$ cat src/rtl/regwr_arbiter.sv
// Round-robin scheduler for the single register-bank write port (ALU vs load).
// Define REGWR_FWD_EN to add the same-cycle write bypass compare outputs.
module regwr_arbiter #(
    parameter int unsigned NUM_REGS = 17,
    parameter int unsigned AW       = 5,
    parameter int unsigned DW       = 32
) (
    input  logic          clk,
    input  logic          rst,
    input  logic          alu_valid,
    input  logic [AW-1:0] alu_dest,
    input  logic [DW-1:0] alu_data,
    output logic          alu_ready,
    input  logic          ld_valid,
    input  logic [AW-1:0] ld_dest,
    input  logic [DW-1:0] ld_data,
    output logic          ld_ready,
`ifdef REGWR_FWD_EN
    input  logic [AW-1:0] fwd_rs,
    input  logic [AW-1:0] fwd_rt,
    output logic          fwd_hit1,
    output logic          fwd_hit2,
    output logic [DW-1:0] fwd_data,
`endif
    output logic          wrReg,
    output logic [AW-1:0] destReg,
    output logic [DW-1:0] wrData,
    output logic          bad_dest,
    output logic          last_grant
);

    logic          grant_alu;
    logic          grant_ld;
    logic          xfer;
    logic [AW-1:0] sel_dest;
    logic [DW-1:0] sel_data;
    logic          dest_zero;
    logic          dest_oob;

    // Readies are forced low during reset so nothing is accepted then.
    assign grant_alu = !rst && alu_valid && (!ld_valid || last_grant);
    assign grant_ld  = !rst && ld_valid && !grant_alu;
    assign alu_ready = grant_alu;
    assign ld_ready  = grant_ld;
    assign xfer      = grant_alu || grant_ld;

    always_comb begin
        sel_dest = alu_dest;
        sel_data = alu_data;
        if (grant_ld) begin
            sel_dest = ld_dest;
            sel_data = ld_data;
        end
    end

    assign dest_zero = (sel_dest == '0);
    assign dest_oob  = (32'(sel_dest) >= NUM_REGS);

    always_ff @(posedge clk or posedge rst) begin
        if (rst) begin
            wrReg      <= 1'b0;
            destReg    <= '0;
            wrData     <= '0;
            bad_dest   <= 1'b0;
            last_grant <= 1'b1;
        end else begin
            wrReg <= 1'b0;
            if (xfer) begin
                last_grant <= grant_ld;
                if (dest_oob) begin
                    bad_dest <= 1'b1;
                end else if (!dest_zero) begin
                    wrReg   <= 1'b1;
                    destReg <= sel_dest;
                    wrData  <= sel_data;
                end
            end
        end
    end

`ifdef REGWR_FWD_EN
    assign fwd_hit1 = wrReg && (destReg == fwd_rs) && (fwd_rs != '0);
    assign fwd_hit2 = wrReg && (destReg == fwd_rt) && (fwd_rt != '0);
    assign fwd_data = wrData;
`endif

endmodule

$ cat config.mk
export PLATFORM = sky130hd
export DESIGN_NAME = regwr_arbiter
export DESIGN_NICKNAME = d
export VERILOG_FILES = /design/src/rtl/regwr_arbiter.sv
export SDC_FILE = /design/constraint.sdc
export NUM_CORES = 1
export LEC_CHECK = 0
export ABC_AREA = 1
export ABC_CLOCK_PERIOD_IN_PS = 3000
export BUFFER_PORTS_ARGS = -buffer_cell sky130_fd_sc_hd__buf_2
export CORE_MARGIN = 8
export CORE_UTILIZATION = 49
export DETAILED_ROUTE_END_ITERATION = 16
export HOLD_SLACK_MARGIN = 0.06
export PLACE_DENSITY = 0.83
export REMOVE_ABC_BUFFERS = 1
export SLEW_MARGIN = 30
export SYNTH_ARGS = -nofsm -noshare
export SYNTH_HDL_FRONTEND = slang
export SYNTH_SLANG_ARGS = --single-unit
$ cat constraint.sdc
create_clock -name clk -period 3 [get_ports clk]
set_clock_uncertainty 0.15 [all_clocks]
set_input_delay 0 -clock clk [delete_from_list [all_inputs] [get_ports clk]]
set_output_delay 0 -clock clk [all_outputs]
set_load 0.005 [all_outputs]
# == Word-level counts from Yosys, hierarchy flattened ==
# Index checks and enable logic that the tools add are counted.
# op_classes
n_lt_le_gt_ge,1
mux,5
bitwise,2
reduce_logical,12
# op_table
cell,count
2-to-1 mux 32 bit,1
"greater-or-equal comparator 5 bit, second input constant",1
zero test 5 bit,1
2-to-1 mux 5 bit,1
logical AND 1 bit,4
zero test 1 bit,3
2-to-1 mux 1 bit,3
AND reduction 3 bit,1
logical OR 1 bit,2
inverter 1 bit,2
AND reduction 2 bit,1
# totals
ff_bits,40
input_bits,78
output_inout_bits,42

# == Logic depth before layout (Yosys ltp) ==
# logic_depth
depth_word,10
depth_mapped,14
depth_no_buf,12

# == Worst setup path before layout ==
# No wires, ideal clock.
# synth_timing
kind,register -> register
startpoint,reg last_grant
endpoint,reg wrData[0]
setup_ps,116
t_arrival_ps,1628
required_ps,2734
setup_slack_ps,1106
stages_incl_launch_ff,15
n_path_buf,3
synth_period_minus_slack_ps,1894
path_cell_list,dfstp_2 > inv_1 > nand2_1 > nand2_4 > nand2_4 > buf_6 > nand2_2 > nand2_2 > nor2_1 > nand2_1 > nand3_2 > buf_6 > buf_6 > nand2_2 > nand2_1
# synth_between
elab_chain_len,8
# synth_rtl
item,line_no,text
start: declaration,29,output logic last_grant
start signal: assignment,69,last_grant <= grant_ld;
logical OR 1 bit (*),41,assign grant_alu = !rst && alu_valid && (!ld_valid || last_grant);
logical AND 1 bit (*),41,
zero test 1 bit,42,assign grant_ld = !rst && ld_valid && !grant_alu;
logical AND 1 bit,42,
2-to-1 mux 5 bit,50,if (grant_ld) begin
greater-or-equal comparator 5 bit or zero test 5 bit (tied branches),"57, 56",
inverter 1 bit (no line),--,
AND reduction 3 bit (no line),--,
end signal: assignment,75,wrData <= sel_data;
end: declaration,27,"output logic [DW-1:0] wrData,"
# Mark *: on every way between the ends. The rest lies on a longest branch, timed or not.
# A chain may end at the register's enable or synchronous reset.

# == Worst setup path in the final report ==
# layout_timing
startpoint,in rst
endpoint,reg destReg[2]
# layout_between
elab_chain_len,9
# layout_rtl
item,line_no,text
start: declaration,9,"input logic rst,"
zero test 1 bit (no line) (*),--,
logical AND 1 bit (2 in series),41,
zero test 1 bit,42,
logical AND 1 bit,42,
2-to-1 mux 5 bit,50,
greater-or-equal comparator 5 bit or zero test 5 bit (tied branches),"57, 56",
inverter 1 bit (no line),--,
AND reduction 3 bit (no line),--,
end signal: assignment,74,destReg <= sel_dest;
end: declaration,26,"output logic [AW-1:0] destReg,"
# Marked as above.

==> results.json <==
{
  "dp_hpwl_um": 4707,
  "post_cts_buffers": 0,
  "pwr-share-clk_pct": 25.1,
  "critPathKind": "in2reg",
  "area_growth_pct": 63.14,
  "internal_power_uw": 1186,
  "cp_max_fo": 44,
  "die_w_um": 84.43,
  "htreeDepth": 2,
  "cap_viol_max_count": 0,
  "ys_ff_latch": 40,
  "synth.avg_cell_area_um2": 7.017,
  "route.detailed.drc": 0,
  "nets": 593,
  "numCtsBuffers": 5,
  "grtUsageTotal_pct": 22.13,
  "fin_cells": 571,
  "place_inst": 486,
  "die_h_um": 84.43,
  "holdPathStages": 5,
  "reg2reg_depth": 13,
  "max_freq_mhz": 361.0,
  "status": "finished clean",
  "crit_family": "buffers and inverters",
  "setup_viol": 0,
  "grt_start_max_net_pins": 45,
  "coreArea_um2": 4629,
  "combPwrFrac_pct": 33.4,
  "setup_tns_ps": 0,
  "min_path_type": "in2reg",
  "period_share_pct": 92.33,
  "clockBufferDepth": 2,
  "grt_antenna_before_repair": 1,
  "ios": 120,
  "grt-ovfl-total": 0,
  "leakagePower_uw": 0.002183,
  "crit_arrival_ps": 2850,
  "wl_per_cell_um": 14.09,
  "ant_nets": 0,
  "end_kind": "flop",
  "hold_viol": 0,
  "p_seq_share_pct": 41.6,
  "worst_path_most_repeated_cell": "nand2_1",
  "drt-initial-drc-count": 162,
  "dieArea_um2": 7128,
  "synthCells": 327,
  "cp-start-kind": "primary input",
  "grt_pass1_vias": 2857,
  "clock-sinks": 40,
  "cpMaxStageDelayCell": "dlygate4sd3_1",
  "viasPerCell": 4.898,
  "drive_above_1_share_pct": 29.84,
  "p_sw_uw": 541.2,
  "syn_area_um2": 2295,
  "gp_congestion": 0.8053,
  "cp.depth": 13,
  "cp.required_ps": 3080,
  "rows": 25,
  "vdd_ir_drop_max_uv": 270.1,
  "slew_headroom_pct": 45.54,
  "max_stage_delay_ps": 590,
  "grt_pass1_wl_um": 13060,
  "rsz0062_at_grt": "false",
  "cp_num_buf_inv": 4,
  "mostFrequentLayoutCell": "nand2_1",
  "postLayoutCellArea_um2": 3744,
  "seq_area_frac_synth_pct": 43.68,
  "clock_tree.root_cell": "clkbuf_8",
  "path_clk_slew_ps": 80,
  "placed_area_um2": 2860,
  "tightest_slew_ps": 815.7,
  "via_count": 2797,
  "whs_ps": 139.7,
  "start_util_pct": 49.57,
  "post-place-ws_ps": 455.6,
  "min_period_ps": 2770,
  "yosysUniqueCellTypes": 21,
  "switching_share_pct": 31.33,
  "port_buffers": 119,
  "powerDensity_nw_per_um2": 461.4,
  "finalMaxSlewViolations": 0,
  "dr.pass1.iters": 5,
  "yosysWarnings": 0,
  "layout_common_cells": "nand2_1 (180), buf_2 (119), dlygate4sd3_1 (76), nand3_1 (43), dfrtp_1 (39)",
  "routed_wl_um": 8043,
  "cts_tree": "yes",
  "insertion_delay_ps": 290,
  "worst_slack_ps": 230.1,
  "path_cells": "dlygate4sd3_1, buf_2, nor2_4, nand2_8, nand2_1, nand2_2, nor2_1, nand2_1, nand2_2, buf_6, nand3_1, dlygate4sd3_1, nand2_1"
}
[registers in the layout, summed over array words and instances (netlist names)]
signal      count
bad_dest        1
destReg         5
last_grant      1
wrData         32
wrReg           1
[Yosys cell counts, drive strengths merged]
cell type	n	area [um^2]
nand2	196	785.8
nand3	44	225.2
dfrtp	39	975.9
inv	15	56.30
buf	12	117.6
nor2	9	53.80
clkbuf	6	22.52
o21ai	2	10.00
dfstp	1	26.28
nand3b	1	7.510
nand4	1	6.260
o21bai	1	7.510
[cell families after synthesis]
family,Yosys count,synth area share (%)
compound gates,3,0.7631
buf+inv,33,8.560
flops,40,43.68
simple gates,251,47.00
[cell type report]
| cell class | instances | area [um^2] |
|---|---|---|
| clock inverter | 2 | 35.03 |
| multi-input combinational | 254 | 1105 |
| fill | 298 | 885.9 |
| tap | 54 | 67.56 |
| antenna | 1 | 2.502 |
| inverter | 15 | 56.30 |
| timing repair buffer | 199 | 1403 |
| sequential | 40 | 1002 |
| clock buffer | 6 | 72.57 |
[metal layers]
metal  up-vias  global-route usage (%)  wire (um)  part of all wire (%)
li1       1379                       -          -                     -
met1      1281                   23.76       3105                    39
met2       120                   39.61       4127                    51
met3        17                   6.732        629                   7.8
met4         0                   8.414        181                   2.3
met5         -                       0          0                     0
[final timing paths]
path	start	end	slack (ps)
max in group asynchronous	rst	wrData[26]	1880
max reg2reg	last_grant	destReg[2]	240
min	alu_valid	bad_dest	140
max	rst	destReg[2]	230
min in group asynchronous	rst	bad_dest	310
min reg2reg	wrData[2]	wrData[2]	320
[metrics by stage]
stage               utilization [%]  total power, uW
floorplan                         -            943.6
detailed placement            61.78             1187
global route                  80.86             1823
finish                        80.86             1727
CTS                           80.54             1712
global placement              61.78             1170
[power groups by stage]
stage	sequential (uW)	combinational [uW]	clock [uW]
4_1_cts	715	561	436
3_3_place_gp	723	447	0
3_5_place_dp	722	465	0
2_1_floorplan	733	211	0
5_1_grt	729	640	455
6_report	718	576	433
[what timing repair did]
action,4_1_cts,5_1_grt
setup endpoints to repair,0,2
resized for setup,0,2
hold endpoints to repair,76,0
hold buffers,76,0
[worst min-delay path, cell delays in order]
cell and delay, ps:
buf_2 70, inv_1 40, nor2_2 150, nor2_1 130, o21bai_1 150
No activity file was read; power rests on OpenSTA's default activity.
